[src/rtl/ysyx_25060170_bus_pkg.sv]
// Shared encodings for the IFU/LSU memory arbiter: FSM states, owner ids,
// access sizes and default widths/watchdog limit.
package ysyx_25060170_bus_pkg;

  typedef enum logic [1:0] {
    ST_IDLE = 2'd0,
    ST_REQ  = 2'd1,
    ST_RESP = 2'd2
  } state_t;

  typedef enum logic {
    OWN_IFU = 1'b0,
    OWN_LSU = 1'b1
  } owner_t;

  localparam logic [1:0] SZ_B = 2'd0;
  localparam logic [1:0] SZ_H = 2'd1;
  localparam logic [1:0] SZ_W = 2'd2;

  localparam int ADDR_W_DEF  = 32;
  localparam int DATA_W_DEF  = 32;
  localparam int TIMEOUT_DEF = 255;

endpackage

[src/rtl/ysyx_25060170_mem_arb_if.sv]
// Bundle of the IFU, LSU and memory-side channels seen by the arbiter.
// Valid/ready: a transfer happens on a rising edge where valid and ready are both high; the valid side holds its payload stable until then.
interface ysyx_25060170_mem_arb_if #(
  parameter int ADDR_W = ysyx_25060170_bus_pkg::ADDR_W_DEF,
  parameter int DATA_W = ysyx_25060170_bus_pkg::DATA_W_DEF
);
  logic                  ifu_req_valid;
  logic                  ifu_req_ready;
  logic [ADDR_W-1:0]     ifu_req_addr;
  logic                  ifu_resp_valid;
  logic                  ifu_resp_ready;
  logic [DATA_W-1:0]     ifu_resp_data;

  logic                  lsu_req_valid;
  logic                  lsu_req_ready;
  logic [ADDR_W-1:0]     lsu_req_addr;
  logic                  lsu_req_wen;
  logic [DATA_W-1:0]     lsu_req_wdata;
  logic [DATA_W/8-1:0]   lsu_req_wmask;
  logic [1:0]            lsu_req_size;
  logic                  lsu_resp_valid;
  logic                  lsu_resp_ready;
  logic [DATA_W-1:0]     lsu_resp_data;

  logic                  mem_req_valid;
  logic                  mem_req_ready;
  logic [ADDR_W-1:0]     mem_req_addr;
  logic                  mem_req_wen;
  logic [DATA_W-1:0]     mem_req_wdata;
  logic [DATA_W/8-1:0]   mem_req_wmask;
  logic [1:0]            mem_req_size;
  logic                  mem_resp_valid;
  logic                  mem_resp_ready;
  logic [DATA_W-1:0]     mem_resp_data;

  modport slave (
    input  ifu_req_valid, ifu_req_addr, ifu_resp_ready,
    input  lsu_req_valid, lsu_req_addr, lsu_req_wen, lsu_req_wdata,
    input  lsu_req_wmask, lsu_req_size, lsu_resp_ready,
    input  mem_req_ready, mem_resp_valid, mem_resp_data,
    output ifu_req_ready, ifu_resp_valid, ifu_resp_data,
    output lsu_req_ready, lsu_resp_valid, lsu_resp_data,
    output mem_req_valid, mem_req_addr, mem_req_wen, mem_req_wdata,
    output mem_req_wmask, mem_req_size, mem_resp_ready
  );

  modport master (
    output ifu_req_valid, ifu_req_addr, ifu_resp_ready,
    output lsu_req_valid, lsu_req_addr, lsu_req_wen, lsu_req_wdata,
    output lsu_req_wmask, lsu_req_size, lsu_resp_ready,
    output mem_req_ready, mem_resp_valid, mem_resp_data,
    input  ifu_req_ready, ifu_resp_valid, ifu_resp_data,
    input  lsu_req_ready, lsu_resp_valid, lsu_resp_data,
    input  mem_req_valid, mem_req_addr, mem_req_wen, mem_req_wdata,
    input  mem_req_wmask, mem_req_size, mem_resp_ready
  );

endinterface

[src/rtl/ysyx_25060170_rr_arb2.sv]
// Two-input round-robin grant; on contention the requester that did not own
// the previous transaction wins. last_owner is held by the parent.
module ysyx_25060170_rr_arb2
  import ysyx_25060170_bus_pkg::*;
(
  input  logic [1:0] req_i,
  input  owner_t     last_owner_i,
  output logic [1:0] grant_o,
  output owner_t     grant_id_o
);

  always_comb begin
    grant_id_o = OWN_IFU;
    grant_o    = 2'b00;
    case (req_i)
      2'b01:   grant_id_o = OWN_IFU;
      2'b10:   grant_id_o = OWN_LSU;
      2'b11:   grant_id_o = (last_owner_i == OWN_IFU) ? OWN_LSU : OWN_IFU;
      default: grant_id_o = OWN_IFU;
    endcase
    if (|req_i) begin
      grant_o = (grant_id_o == OWN_LSU) ? 2'b10 : 2'b01;
    end
  end

endmodule

[src/rtl/ysyx_25060170_mem_arb.sv]
// IFU/LSU to shared memory bus arbiter: one outstanding transaction, request
// registered in REQ, response routed to its owner in RESP, sticky watchdog.
module ysyx_25060170_mem_arb
  import ysyx_25060170_bus_pkg::*;
#(
  parameter int ADDR_W  = ADDR_W_DEF,
  parameter int DATA_W  = DATA_W_DEF,
  parameter int TIMEOUT = TIMEOUT_DEF
) (
  input  logic                   clk,
  input  logic                   rst,
  ysyx_25060170_mem_arb_if.slave bus,
  output logic                   busy_o,
  output logic                   timeout_o,
  output state_t                 dbg_state_o
);

  localparam int MW    = DATA_W / 8;
  localparam int CNT_W = (TIMEOUT < 2) ? 1 : $clog2(TIMEOUT + 1);
  localparam logic [CNT_W-1:0] TMO = CNT_W'(TIMEOUT);

  state_t            r_state, w_state_nxt;
  owner_t            r_owner, r_last_owner;
  logic [ADDR_W-1:0] r_addr;
  logic              r_wen;
  logic [DATA_W-1:0] r_wdata;
  logic [MW-1:0]     r_wmask;
  logic [1:0]        r_size;
  logic [CNT_W-1:0]  r_cnt, w_cnt_nxt;
  logic              r_timeout;

  logic [1:0]        w_req, w_grant;
  owner_t            w_grant_id;
  logic              w_idle, w_hs, w_counting, w_owner_rdy;

  assign w_req = {bus.lsu_req_valid, bus.ifu_req_valid};

  ysyx_25060170_rr_arb2 u_rr_arb2 (
    .req_i        (w_req),
    .last_owner_i (r_last_owner),
    .grant_o      (w_grant),
    .grant_id_o   (w_grant_id)
  );

  assign w_idle            = (r_state == ST_IDLE);
  assign bus.ifu_req_ready = w_idle & w_grant[0];
  assign bus.lsu_req_ready = w_idle & w_grant[1];
  assign w_hs              = w_idle & (|w_grant);
  assign w_owner_rdy       = (r_owner == OWN_IFU) ? bus.ifu_resp_ready : bus.lsu_resp_ready;

  always_ff @(posedge clk or posedge rst) begin
    if (rst) r_state <= ST_IDLE;
    else     r_state <= w_state_nxt;
  end

  always_comb begin
    w_state_nxt        = r_state;
    bus.mem_req_valid  = 1'b0;
    bus.mem_resp_ready = 1'b0;
    bus.ifu_resp_valid = 1'b0;
    bus.lsu_resp_valid = 1'b0;
    case (r_state)
      ST_IDLE: begin
        if (w_hs) w_state_nxt = ST_REQ;
      end
      ST_REQ: begin
        bus.mem_req_valid = 1'b1;
        if (bus.mem_req_ready) w_state_nxt = ST_RESP;
      end
      ST_RESP: begin
        bus.mem_resp_ready = w_owner_rdy;
        bus.ifu_resp_valid = (r_owner == OWN_IFU) & bus.mem_resp_valid;
        bus.lsu_resp_valid = (r_owner == OWN_LSU) & bus.mem_resp_valid;
        if (bus.mem_resp_valid && w_owner_rdy) w_state_nxt = ST_IDLE;
      end
      default: w_state_nxt = ST_IDLE;
    endcase
  end

  // Fetches are always word reads, so their write-side fields are forced to zero.
  always_ff @(posedge clk or posedge rst) begin
    if (rst) begin
      r_owner      <= OWN_IFU;
      r_last_owner <= OWN_LSU;
      r_addr       <= '0;
      r_wen        <= 1'b0;
      r_wdata      <= '0;
      r_wmask      <= '0;
      r_size       <= 2'd0;
    end else if (w_hs) begin
      r_owner      <= w_grant_id;
      r_last_owner <= w_grant_id;
      if (w_grant_id == OWN_IFU) begin
        r_addr  <= bus.ifu_req_addr;
        r_wen   <= 1'b0;
        r_wdata <= '0;
        r_wmask <= '0;
        r_size  <= SZ_W;
      end else begin
        r_addr  <= bus.lsu_req_addr;
        r_wen   <= bus.lsu_req_wen;
        r_wdata <= bus.lsu_req_wdata;
        r_wmask <= bus.lsu_req_wmask;
        r_size  <= bus.lsu_req_size;
      end
    end
  end

  assign w_counting = (r_state == ST_REQ) || (r_state == ST_RESP);

  always_comb begin
    w_cnt_nxt = r_cnt;
    if (w_hs)                                       w_cnt_nxt = '0;
    else if (w_counting && (r_cnt != {CNT_W{1'b1}})) w_cnt_nxt = r_cnt + 1'b1;
  end

  // The watchdog only flags; the transaction keeps waiting for the memory.
  always_ff @(posedge clk or posedge rst) begin
    if (rst) begin
      r_cnt     <= '0;
      r_timeout <= 1'b0;
    end else begin
      r_cnt <= w_cnt_nxt;
      if ((TIMEOUT != 0) && (w_cnt_nxt == TMO)) r_timeout <= 1'b1;
    end
  end

  assign bus.mem_req_addr  = r_addr;
  assign bus.mem_req_wen   = r_wen;
  assign bus.mem_req_wdata = r_wdata;
  assign bus.mem_req_wmask = r_wmask;
  assign bus.mem_req_size  = r_size;
  assign bus.ifu_resp_data = bus.mem_resp_data;
  assign bus.lsu_resp_data = bus.mem_resp_data;

  assign busy_o      = (r_state != ST_IDLE);
  assign timeout_o   = r_timeout;
  assign dbg_state_o = r_state;

endmodule

[src/flat_wrapper.sv]
// flat-port wrapper written by rule: the top's interface ports become plain ports
module ysyx_25060170_mem_arb_flat import ysyx_25060170_bus_pkg::*;
#(
  parameter int ADDR_W  = ADDR_W_DEF,
  parameter int DATA_W  = DATA_W_DEF,
  parameter int TIMEOUT = TIMEOUT_DEF
)
  (clk, rst, busy_o, timeout_o, dbg_state_o, bus_ifu_req_valid, bus_ifu_req_addr, bus_ifu_resp_ready, bus_lsu_req_valid, bus_lsu_req_addr, bus_lsu_req_wen, bus_lsu_req_wdata, bus_lsu_req_wmask, bus_lsu_req_size, bus_lsu_resp_ready, bus_mem_req_ready, bus_mem_resp_valid, bus_mem_resp_data, bus_ifu_req_ready, bus_ifu_resp_valid, bus_ifu_resp_data, bus_lsu_req_ready, bus_lsu_resp_valid, bus_lsu_resp_data, bus_mem_req_valid, bus_mem_req_addr, bus_mem_req_wen, bus_mem_req_wdata, bus_mem_req_wmask, bus_mem_req_size, bus_mem_resp_ready);
  ysyx_25060170_mem_arb_if #(.ADDR_W(ADDR_W), .DATA_W(DATA_W)) bus_i ();
  input  logic clk;
  input  logic rst;
  output logic busy_o;
  output logic timeout_o;
  output state_t dbg_state_o;
  input wire logic [$bits(bus_i.ifu_req_valid)-1:0] bus_ifu_req_valid;
  input wire logic [$bits(bus_i.ifu_req_addr)-1:0] bus_ifu_req_addr;
  input wire logic [$bits(bus_i.ifu_resp_ready)-1:0] bus_ifu_resp_ready;
  input wire logic [$bits(bus_i.lsu_req_valid)-1:0] bus_lsu_req_valid;
  input wire logic [$bits(bus_i.lsu_req_addr)-1:0] bus_lsu_req_addr;
  input wire logic [$bits(bus_i.lsu_req_wen)-1:0] bus_lsu_req_wen;
  input wire logic [$bits(bus_i.lsu_req_wdata)-1:0] bus_lsu_req_wdata;
  input wire logic [$bits(bus_i.lsu_req_wmask)-1:0] bus_lsu_req_wmask;
  input wire logic [$bits(bus_i.lsu_req_size)-1:0] bus_lsu_req_size;
  input wire logic [$bits(bus_i.lsu_resp_ready)-1:0] bus_lsu_resp_ready;
  input wire logic [$bits(bus_i.mem_req_ready)-1:0] bus_mem_req_ready;
  input wire logic [$bits(bus_i.mem_resp_valid)-1:0] bus_mem_resp_valid;
  input wire logic [$bits(bus_i.mem_resp_data)-1:0] bus_mem_resp_data;
  output wire logic [$bits(bus_i.ifu_req_ready)-1:0] bus_ifu_req_ready;
  output wire logic [$bits(bus_i.ifu_resp_valid)-1:0] bus_ifu_resp_valid;
  output wire logic [$bits(bus_i.ifu_resp_data)-1:0] bus_ifu_resp_data;
  output wire logic [$bits(bus_i.lsu_req_ready)-1:0] bus_lsu_req_ready;
  output wire logic [$bits(bus_i.lsu_resp_valid)-1:0] bus_lsu_resp_valid;
  output wire logic [$bits(bus_i.lsu_resp_data)-1:0] bus_lsu_resp_data;
  output wire logic [$bits(bus_i.mem_req_valid)-1:0] bus_mem_req_valid;
  output wire logic [$bits(bus_i.mem_req_addr)-1:0] bus_mem_req_addr;
  output wire logic [$bits(bus_i.mem_req_wen)-1:0] bus_mem_req_wen;
  output wire logic [$bits(bus_i.mem_req_wdata)-1:0] bus_mem_req_wdata;
  output wire logic [$bits(bus_i.mem_req_wmask)-1:0] bus_mem_req_wmask;
  output wire logic [$bits(bus_i.mem_req_size)-1:0] bus_mem_req_size;
  output wire logic [$bits(bus_i.mem_resp_ready)-1:0] bus_mem_resp_ready;
  assign bus_i.ifu_req_valid = bus_ifu_req_valid;
  assign bus_i.ifu_req_addr = bus_ifu_req_addr;
  assign bus_i.ifu_resp_ready = bus_ifu_resp_ready;
  assign bus_i.lsu_req_valid = bus_lsu_req_valid;
  assign bus_i.lsu_req_addr = bus_lsu_req_addr;
  assign bus_i.lsu_req_wen = bus_lsu_req_wen;
  assign bus_i.lsu_req_wdata = bus_lsu_req_wdata;
  assign bus_i.lsu_req_wmask = bus_lsu_req_wmask;
  assign bus_i.lsu_req_size = bus_lsu_req_size;
  assign bus_i.lsu_resp_ready = bus_lsu_resp_ready;
  assign bus_i.mem_req_ready = bus_mem_req_ready;
  assign bus_i.mem_resp_valid = bus_mem_resp_valid;
  assign bus_i.mem_resp_data = bus_mem_resp_data;
  assign bus_ifu_req_ready = bus_i.ifu_req_ready;
  assign bus_ifu_resp_valid = bus_i.ifu_resp_valid;
  assign bus_ifu_resp_data = bus_i.ifu_resp_data;
  assign bus_lsu_req_ready = bus_i.lsu_req_ready;
  assign bus_lsu_resp_valid = bus_i.lsu_resp_valid;
  assign bus_lsu_resp_data = bus_i.lsu_resp_data;
  assign bus_mem_req_valid = bus_i.mem_req_valid;
  assign bus_mem_req_addr = bus_i.mem_req_addr;
  assign bus_mem_req_wen = bus_i.mem_req_wen;
  assign bus_mem_req_wdata = bus_i.mem_req_wdata;
  assign bus_mem_req_wmask = bus_i.mem_req_wmask;
  assign bus_mem_req_size = bus_i.mem_req_size;
  assign bus_mem_resp_ready = bus_i.mem_resp_ready;
  ysyx_25060170_mem_arb #(.ADDR_W(ADDR_W), .DATA_W(DATA_W), .TIMEOUT(TIMEOUT)) u_core (.clk(clk), .rst(rst), .bus(bus_i), .busy_o(busy_o), .timeout_o(timeout_o), .dbg_state_o(dbg_state_o));
endmodule
[config.mk]
export PLATFORM = sky130hd
export DESIGN_NAME = ysyx_25060170_mem_arb_flat
export DESIGN_NICKNAME = d
export VERILOG_FILES = /design/src/rtl/ysyx_25060170_bus_pkg.sv /design/src/rtl/ysyx_25060170_mem_arb_if.sv /design/src/rtl/ysyx_25060170_rr_arb2.sv /design/src/rtl/ysyx_25060170_mem_arb.sv /design/src/flat_wrapper.sv
export SDC_FILE = /design/constraint.sdc
export NUM_CORES = 1
export LEC_CHECK = 0
export CAP_MARGIN = 25
export CORE_AREA = 2 2 113 115
export CTS_CLUSTER_SIZE = 28
export DETAILED_ROUTE_END_ITERATION = 8
export DIE_AREA = 0 0 115 117
export GPL_TIMING_DRIVEN = 0
export PLACE_DENSITY = 0.76
export SYNTH_ARGS = -nofsm -noshare
export SYNTH_HDL_FRONTEND = slang
export SYNTH_SLANG_ARGS = --single-unit
[constraint.sdc]
create_clock -name clk -period 5.48 [get_ports clk]
set_input_delay 1.096 -clock clk [delete_from_list [all_inputs] [get_ports clk]]
set_output_delay 1.096 -clock clk [all_outputs]
set_load 0.05 [all_outputs]
==> impl_metrics.yaml <==
yosys:
  synthSimpleGateAreaFrac_pct: 4.71
  synth-xor-area-share_pct: 0.221
  synth_top_family_by_area: "compound AO/OA/AOI/OAI gates"
  synth_top_area_share_pct: 52.5
  synth_compound_area_share_pct: 21.5
  yosysMostFrequentCell: "dfrtp_1"
  synth_warnings: 0
  synth.distinct_cells: 45
  syn-instance-count: 342
  synth_enable_flop_cells: 0
  synth.area.top_cells: "dfrtp_1 52%, buf_4 12%, a22o_1 8.4%"
  syn-num-nets: 489
  synthFlopType: "dfrtp_1"
  ys_seq_area_share_pct: 53.2
  async_reset_ff_share_pct: 100
  synthAdderAreaFrac_pct: 1.27
  netlist_top_cells_count: "83 x dfrtp_1, 64 x buf_4, 40 x inv_1"
  synth_seq_cells: 84
  syn_avg_cell_area_um2: 11.6
  yosysTopAreaCell: "dfrtp_1"
  netlist_area_um2: 3960
  muxShareOfSynthArea_pct: 0.822
critical_path:
  r2r-start: "u_core.dbg_state_o[0]"
  reg2reg_slack_ps: 3310
  r2r_end: "u_core.bus.mem_req_addr[0]"
  crit_fanout: 10
  cp.arrival_ps: 3630
  path_class: "in -> out"
  critical_path_required_ps: 4380
  endpoint_kind: "primary output"
  reg2reg_depth: 7
  start_kind: "input pin"
die:
  fp.dieArea_um2: 13500
  coreArea_um2: 12300
  start_util_pct: 32.1
  die_y_um: 117
  ios: 288
  row_count: 41
  die_width_um: 115
timing:
  fmax_mhz: 212
  slew-limit-headroom_pct: 47.7
  slew_violations: 0
  setup_viol: 0
  hold_ws_ps: 469
  finClkSkew_ps: 8.43
  tightest_slew_ps: 784
  finalSetupTns_ps: 0
  period_minus_slack_ps: 4720
  finalHoldViolations: 0
  rsz0062_at_grt: "false"
  period_share_pct: 86.2
pwr:
  pwr-share-comb_pct: 59.1
  p_sw_share_pct: 47.9
  p_leak_nw: 3.28
  power_mw: 4.28
  pwr-share-seq_pct: 25.1
  irDropWorstVdd_mv: 0.318
  power_density_nw_per_um2: 606
  p_clk_share_pct: 15.8
  p_int_mw: 2.23
  netSwitchingPower_mw: 2.05
clock_network:
  cts.sinks: 84
  cts.clk_slew.worst_paths_ps: 60
  post_cts_buffers: 0
  cts_root_buf: "clkbuf_16"
  postCtsResizedCells: 0
  cts_tree: "built"
  cts_inserted_buffers: 9
  worstSkewPairLatency_ps: 340
  htreeDepth: 3
  cts-hold-fix-buffers: 0
  clk_path_buf_depth: 2
detailed_routing:
  firstDrtPassIters: 6
  totalWireLength_um: 13400
  drc_errors: 0
  wl_per_cell_um: 17.5
  via_count: 3763
  drtAntennaViolNets: 0
  drt-initial-drc-count: 260
  viasPerCell: 4.93
min_path:
  min_from: "u_core.timeout_o"
  hold_path_depth: 2
  min_to: "u_core.timeout_o"
  min_path_type: "reg -> reg"
global_routing:
  grt_pass1_wl_um: 19300
  grt-ovfl-total: 0
  grt_max_degree: 63
  grt_pass1_vias: 3747
  grt.total_usage_pct: 18.8
  antenna_found_initial: 0
run:
  maxCapViolCount: 0
placed_design:
  numPortBuffers: 255
  place_hpwl_um: 10400
  gp_congestion: 0.799
final_layout:
  drive_gt1_share_pct: 17.9
  area_growth_pct: 78.4
  layout.nets: 756
  num_antenna_cells: 0
run_status:
  status: "finished clean"
==> power by group through the flow <==
stage	clock network, mW	logic [mW]	registers, mW
2_1_floorplan	0	0.770	1.94
3_3_place_gp	0	2.49	1.06
3_5_place_dp	0	2.54	1.08
4_1_cts	0.691	2.55	1.07
5_1_grt	0.717	2.66	1.10
6_report	0.675	2.53	1.07
==> area by class of cell <==
cell class              instances  area [um2]
plain buffers                  83         573
clock buffers                  10         239
clock inverters                 6        93.8
fillers                      1066        5250
inverters                      40         153
multi-input cells             135        1130
flip-flops and latches         84        2100
well taps                     150         188
repair buffers                256        2580
==> metrics by stage <==
stage               cell area [um2]  worst slack (ps)  cells  utilization, %
global placement               6700               853    747            54.4
detailed placement             6730               778    748            54.6
finish                         7060               756    764            57.3
global route                   7060               675    764            57.3
floorplan                      3960              2220    342               -
CTS                            7060               768    764            57.3
==> flip-flops by register name, summed over array words and instances, names as in the netlist <==
signal,count
u_core.bus.mem_req_wmask,4
u_core.dbg_state_o,2
u_core.r_last_owner,1
u_core.timeout_o,1
u_core.bus.mem_req_wdata,32
u_core.r_cnt,8
u_core.bus.mem_req_wen,1
u_core.r_owner,1
u_core.bus.mem_req_size,2
u_core.bus.mem_req_addr,32
==> worst max-delay path, cell delays in order <==
cell and delay [ps]:
clkdlybuf4s50_1 580, nand2_1 80, a21oi_1 620, buf_2 380, clkdlybuf4s50_1 860
==> how the worst max path moves through the flow <==
stage | startpoint | end | slack (ps) | cells after the start
floorplan | rst | u_core.bus.mem_req_addr[0] | 2220 | 1
detailed placement | bus_ifu_req_valid | bus_ifu_req_ready | 780 | 5
finish | bus_ifu_req_valid | bus_ifu_req_ready | 760 | 5
global route | bus_ifu_req_valid | bus_ifu_req_ready | 670 | 5
global placement | bus_ifu_req_valid | bus_ifu_req_ready | 850 | 5
CTS | bus_ifu_req_valid | bus_ifu_req_ready | 770 | 5
==> layout by cell type, fill, tap and decap left out, types with 2 or more instances in the layout <==
cell             instances
dfrtp_1                 83
nand3_1                  3
clkdlybuf4s50_1        255
buf_2                   11
a31oi_1                  2
nand2_1                  6
a222oi_1                32
and2_2                   2
clkbuf_1                 7
a22o_1                  38
inv_6                    2
and2_1                   2
nor3_1                   2
nand4_1                  2
and3_2                   2
a21oi_1                  5
mux2_2                   2
ha_1                     4
buf_4                   64
and3_1                   2
nor2_1                   6
a21o_1                   3
inv_1                   39
clkbuf_16                9
bufinv_16                2
==> logic make-up after synthesis <==
family,Yosys count
buf+inv,123
compound gates,95
flops,84
simple gates,32
fa+ha+maj,4
mux,3
xor+xnor,1
==> layer usage <==
| layer | part of all wire (%) | vias to the layer above | track usage, % |
|---|---|---|---|
| met1 | 37 | 1796 | 21.1 |
| met5 | 0 | - | 0 |
| li1 | - | 1717 | - |
| met3 | 11 | 19 | 6.90 |
| met4 | 2.1 | 0 | 7.79 |
| met2 | 50 | 231 | 32.5 |
No activity file was read; power rests on OpenSTA's default activity.
